$ cat src/rtl/life_sequencer.sv
// life_sequencer: Game-of-Life phase/position sequencer; gates sweeps into generations with delay, free-run/pause/step modes and a generation counter
module life_sequencer #(
  parameter int          POS_BITS    = 2,
  parameter logic [31:0] DELAY       = 32'd99999999,
  parameter int          GEN_W       = 16,
  parameter bit          GATE_WRITES = 1'b0
) (
  input  logic                clk,
  input  logic                reset,
  input  logic [1:0]          mode,
  input  logic                step,
  input  logic                delay_load,
  input  logic [31:0]         delay_value,
  output logic                write_array,
  output logic                run,
  output logic                write_mem,
  output logic [POS_BITS-1:0] pos,
  output logic                sweep_active,
  output logic                gen_done,
  output logic [GEN_W-1:0]    gen_count
);
  localparam int CW = POS_BITS + 2;
  typedef enum logic [1:0] {IDLE, ARMED, SWEEP} state_t;
  state_t state, state_n;
  logic [CW-1:0] cnt;
  logic [31:0] timer, timer_n, delay_reg;
  logic gen_done_n, at_max, wgate;
  assign at_max = &cnt;
  always_comb begin
    state_n = state;
    timer_n = timer;
    gen_done_n = 1'b0;
    case (state)
      SWEEP: begin
        state_n = at_max ? IDLE : SWEEP;
        gen_done_n = at_max;
      end
      ARMED: state_n = mode[0] ? IDLE : (at_max ? SWEEP : ARMED);
      default: begin
        if (mode == 2'b00) begin
          state_n = (timer == delay_reg) ? ARMED : IDLE;
          timer_n = timer + 32'd1;
        end else if (mode == 2'b10 && step) begin
          state_n = ARMED;
        end
      end
    endcase
    if (delay_load && state == IDLE && mode == 2'b00) state_n = IDLE;
    if (delay_load || state_n != IDLE) timer_n = '0;
  end
  always_ff @(posedge clk) begin
    if (reset) begin
      state <= IDLE;
      cnt <= '0;
      timer <= '0;
      delay_reg <= DELAY;
      gen_done <= 1'b0;
      gen_count <= '0;
    end else begin
      state <= state_n;
      cnt <= cnt + 1'b1;
      timer <= timer_n;
      delay_reg <= delay_load ? delay_value : delay_reg;
      gen_done <= gen_done_n;
      gen_count <= gen_count + GEN_W'(gen_done_n);
    end
  end
  assign sweep_active = state == SWEEP;
  assign wgate = GATE_WRITES ? sweep_active : 1'b1;
  assign pos = cnt[CW-1:2];
  assign write_array = cnt[1:0] == 2'b01 && wgate;
  assign write_mem = cnt[1:0] == 2'b11 && wgate;
  assign run = cnt[1:0] == 2'b10 && sweep_active;
endmodule
$ cat config.mk
export PLATFORM = sky130hd
export DESIGN_NAME = life_sequencer
export DESIGN_NICKNAME = d
export VERILOG_FILES = /design/src/rtl/life_sequencer.sv
export SDC_FILE = /design/constraint.sdc
export NUM_CORES = 1
export LEC_CHECK = 0
export BUFFER_PORTS_ARGS = -buffer_cell sky130_fd_sc_hd__buf_4
export CORE_MARGIN = 4
export CORE_UTILIZATION = 55
export CTS_CLUSTER_SIZE = 16
export DETAILED_ROUTE_END_ITERATION = 8
export PLACE_DENSITY = 0.84
export SETUP_SLACK_MARGIN = 0.2
export SKIP_LAST_GASP = 1
export SYNTH_ARGS = -nofsm -noshare
export SYNTH_HDL_FRONTEND = slang
export SYNTH_SLANG_ARGS = --single-unit
$ cat constraint.sdc
create_clock -name clk -period 2.4 [get_ports clk]
set_input_delay 0.48 -clock clk [delete_from_list [all_inputs] [get_ports clk]]
set_output_delay 0.48 -clock clk [all_outputs]
set_load 0.1 [all_outputs]
# Word-level counts from Yosys, hierarchy flattened
# Index checks and enable logic that the tools add are counted.
word_totals:
  ff_bits: 87
  in_bits: 38
  elab_cells: 38
classes:
  addsub: 3
  n_eq_ne: 7
  muxes: 9
  bitwise: 1
  reduce_logical: 12
ops:
  columns: ["operator", "n"]
  rows:
  - ["$add A32 B1 Y32 const B", 1]
  - ["$eq A32 B32 Y1", 1]
  - ["$add A16 B1 Y16", 1]
  - ["$mux W2", 6]
  - ["$eq A2 B2 Y1 const B", 4]
  - ["$add A4 B1 Y4 const B", 1]
  - ["$eq A2 B1 Y1 const B", 2]
  - ["$logic_and A1 B1 Y1", 4]
  - ["$logic_not A2 Y1", 2]
  - ["$pmux W2 S2", 1]
  - ["$reduce_and A4 Y1", 1]
  - ["$reduce_or A2 Y1", 2]
  - ["$mux W1", 2]
  - ["$reduce_and A2 Y1", 1]
  - ["$reduce_bool A2 Y1", 1]
  - ["$logic_or A1 B1 Y1", 1]
  - ["$not A1 Y1", 1]

# Logic depth before layout (Yosys ltp)
depth:
  word_depth: 9
  depth_mapped: 10
  depth_no_buf: 10

# Worst setup path after synthesis
# Ideal clock, no wire load.
synth_path:
  kind: "flip-flop to flip-flop"
  startpoint: "reg cnt[0]"
  endpoint: "reg gen_count[15]"
  arrival_ns: 2.866
  t_required_ns: 2.333
  path_slack_ns: -0.533
  stages_incl_launch_ff: 10
  synth_period_minus_slack_ns: 2.933
  path_cell_list: "dfxtp_1 -> ha_1 -> nand3_1 -> nor2_1 -> ha_1 -> nand3_1 -> nor3_1 -> nand4_1 -> xor2_1 -> nor2_1"
synth_between:
  elab_chain_len: 3
synth_rtl:
  columns: ["element", "line_no", "rtl"]
  rows:
  - ["start: declaration", "25", "logic [CW-1:0] cnt;"]
  - ["start signal: assignment", "61", "cnt <= cnt + 1'b1;"]
  - ["$reduce_and A4 Y1", "28", "assign at_max = &cnt;"]
  - ["$mux W1", "33", "case (state)"]
  - ["net gen_done_n", "27", "logic gen_done_n, at_max, wgate;"]
  - ["$add A16 B1 Y16", "65", "gen_count <= gen_count + GEN_W'(gen_done_n);"]
  - ["end signal: assignment", "65", null]
  - ["end: declaration", "20", "output logic [GEN_W-1:0] gen_count"]
# The timed path passes the listed nets, and every way through them passes these cells.
# A chain may end at the register's enable or synchronous reset.

# Final worst setup path
layout_path:
  startpoint: "reg state[1]"
  endpoint: "reg timer[28]"
layout_between:
  elab_chain_len: 7
  word_cells_on_any_way: 15
  classes_between: "2 x eq/ne; 4 x mux; 1 x bitwise; 8 x reduce/logical"
layout_rtl:
  columns: ["element", "line_no", "rtl"]
  rows:
  - ["start: declaration", "24", "state_t state, state_n;"]
  - ["start signal: assignment", "60", "state <= state_n;"]
  - ["$mux W2 / $logic_not A2 Y1 (equally long branches)", "43, 48", null]
  - ["$mux W2 / $logic_and A1 B1 Y1 (equally long branches)", "40, 48", null]
  - ["$pmux W2 S2 / $logic_and A1 B1 Y1 (equally long branches)", "33, 48", null]
  - ["$mux W2", "48", "if (delay_load && state == IDLE && mode == 2'b00) state_n = IDLE;"]
  - ["$reduce_bool A2 Y1", "49", "if (delay_load || state_n != IDLE) timer_n = '0;"]
  - ["$logic_or A1 B1 Y1", "49", null]
  - ["$reduce_or A2 Y1 (no line)", null, null]
  - ["end signal: assignment", "62", "timer <= timer_n;"]
  - ["end: declaration", "26", "logic [31:0] timer, timer_n, delay_reg;"]
# Parallel ways exist; a longest one is shown, timed or not.

==> out/results.txt <==
Status = finished, final reports clean
GRT overflow = 0
DP Wirelength = 6.22 mm
Hold_ws = 313 ps
Largest area contributor in the netlist = dfxtp_1
Peak VDD IR = 0.276 mV
Die area = 8930 um2
Avg Cell Area, Syn = 9.46 um2
Setup CP Type = flop to flop
Crit path time final = 2110 ps
Layout Nets = 538
Top-area cell type share of the netlist area = 42.3%
WL final = 10.0 mm
Worst setup margin = 288 ps
Proportion of synthesized chip area in sequential cells = 42.3%
First DRT Iteration DRCs = 343
First-pass GRT wire length = 14.8 mm
Fmax = 473 MHz
Residual DRC = 0
Distinct cells, synth = 36
Largest net degree at the start of global routing = 57
Port-buffer cells = 60
Syn-to-layout area delta = 21.1%
DR pass1 iterations = 5
Max FO, Critical Path = 8
Antenna cells = 0
CTS tree = built
Total number of vias = 3438
Worst slew pin tran = 578 ps
P_leak = 0.00189 uW
Root Driver = clkbuf_8
Final period util = 88.0%
Layout cells sized above 1 = 22.8%
Bufs on Longest Clock Path = 2
Final hold vios = 0
Remaining antenna violation count = 0
RSZ-0062 raised after global routing = false
Routed WL per cell = 16.8 um
Reg area = 1750 um2
Clock sinks = 87
Power per Cell Area = 585 nW/um2
Syn_nets = 482
CTS Hold Bufs = 0
Later-pin clock latency in the skew report = 360 ps
Commonest non-fill, non-tap cell in the layout = dfxtp_1
Num rows = 31
Total GRT Usage = 20.9%
H-Tree Depth = 3
Rel. slew slack = 61.4%
Slew Viols, Final = 0
Max_cap viols = 0
Vias per cell = 5.78
CTS buffer count = 9
Vias in the first global route = 3138
Setup_tns = 0 ps
Clock skew = 10.5 ps
Critical path capture point type = flop
Routability cong. = 0.817
Worst Hold Class = primary input to flop
Synth Warn # = 0
Die Span Y = 94.5 um
FF+latch count, synth = 87
IO Count = 61
CP arrival = 2350 ps
Core area = 7250 um2
Footprint of the multi-input gates = 2300 um2
CP required = 2630 ps
Filler cell count = 531
Mapped cell area = 4110 um2
Clock transition at path regs = 100 ps
Antenna violations before repair = 0
Place WS = 137 ps
Critical Path Start Type = flop
# setup viols final = 0
Initial Util = 56.7%
Die width = 94.5 um
Most frequent cells in the layout = 83 x dfxtp_1, 66 x buf_4, 52 x xnor2_1
Area contributors post-synth = dfxtp_1 42%, xnor2_1 11%, xor2_1 5.5%, nor3_1 4.4%, a211o_1 4.0%
Synthesized instance count = 435
layer usage:
metal  GRT usage [%]  wire length, um  share of wire (%)  vias to the layer above
met5               0                0                  0                        -
met4            7.21              238                2.4                        0
met3            3.90              750                7.5                       33
met2            34.6             4960                 50                      148
met1            27.3             4060                 41                     1631
li1                -                -                  -                     1626
cell type report:
cell class	count	share of cell area (%)
inverter	7	0.527
sequential	87	35.1
timing repair buffer	70	11.6
multi-input combinational	316	46.1
clock inverter	7	1.73
clock buffer	9	2.49
tap	99	2.49
path summary, 6_finish.rpt:
kind	end	slack, ps	cells after the start	start
worst max-delay path	timer[28]$_SDFFE_PP0P_	290	8	state[1]$_SDFF_PP0_
worst min-delay path	delay_reg[24]$_SDFFE_PP1P_	310	2	delay_value[24]
worst max register to register	timer[28]$_SDFFE_PP0P_	290	8	state[1]$_SDFF_PP0_
worst min register to register	cnt[0]$_SDFF_PP0_	480	1	cnt[0]$_SDFF_PP0_
synth_stat cells, drive strengths merged:
library cell and instances:
or3 2, a211o 19, nor2 36, xnor2 52, xor2 26, nand3 20, buf 15, and3 8
and4 7, and2 3, o21ai 2, nand2 17, a21oi 2, o32ai 1, nor4 10, o22ai 1
mux2i 15, clkbuf 11, nand4 18, a32o 1, inv 7, ha 9, nor3 40, nand4bb 1
nor2b 25, dfxtp 87
cell families after synthesis:
family	count (synthesis)	share of synthesized area, %
adder cells (fa/ha/maj)	9	2.74
AO/OA/AOI/OAI	26	5.17
multiplexers	15	3.65
XOR/XNOR	78	16.6
AND/OR/NAND/NOR	187	25.6
flip-flops	87	42.3
buffers and inverters	33	3.92
through the flow:
step           area [um2]  instances  utilization, %  total power (uW)
5_1_grt              4980        595            68.7              3020
3_5_place_dp         4640        573            64.0              1820
4_1_cts              4860        589            67.0              2890
2_1_floorplan        4150        435               -              1730
3_3_place_gp         4640        573            64.0              1820
6_report             4980        595            68.7              2920
power by group:
group / internal (uW) / switching, uW / total (uW)
registers: 1490 / 36.0 / 1520
clock network: 507 / 586 / 1090
logic: 145 / 157 / 302
critical path, stage by stage, from the launching register on:
cell	delay, ps
dfxtp_2	340
inv_1	100
ha_2	330
nor3_4	220
buf_4	200
nand2_1	190
nor4_2	350
xnor2_1	170
nor3_1	70
what timing repair did:
item,in CTS,in global routing
setup endpoints to repair,32,38
cloned,0,4
pin swaps,1,3
buffers inserted,0,2
gates resized for setup,3,10
No activity file was read; power rests on OpenSTA's default activity.
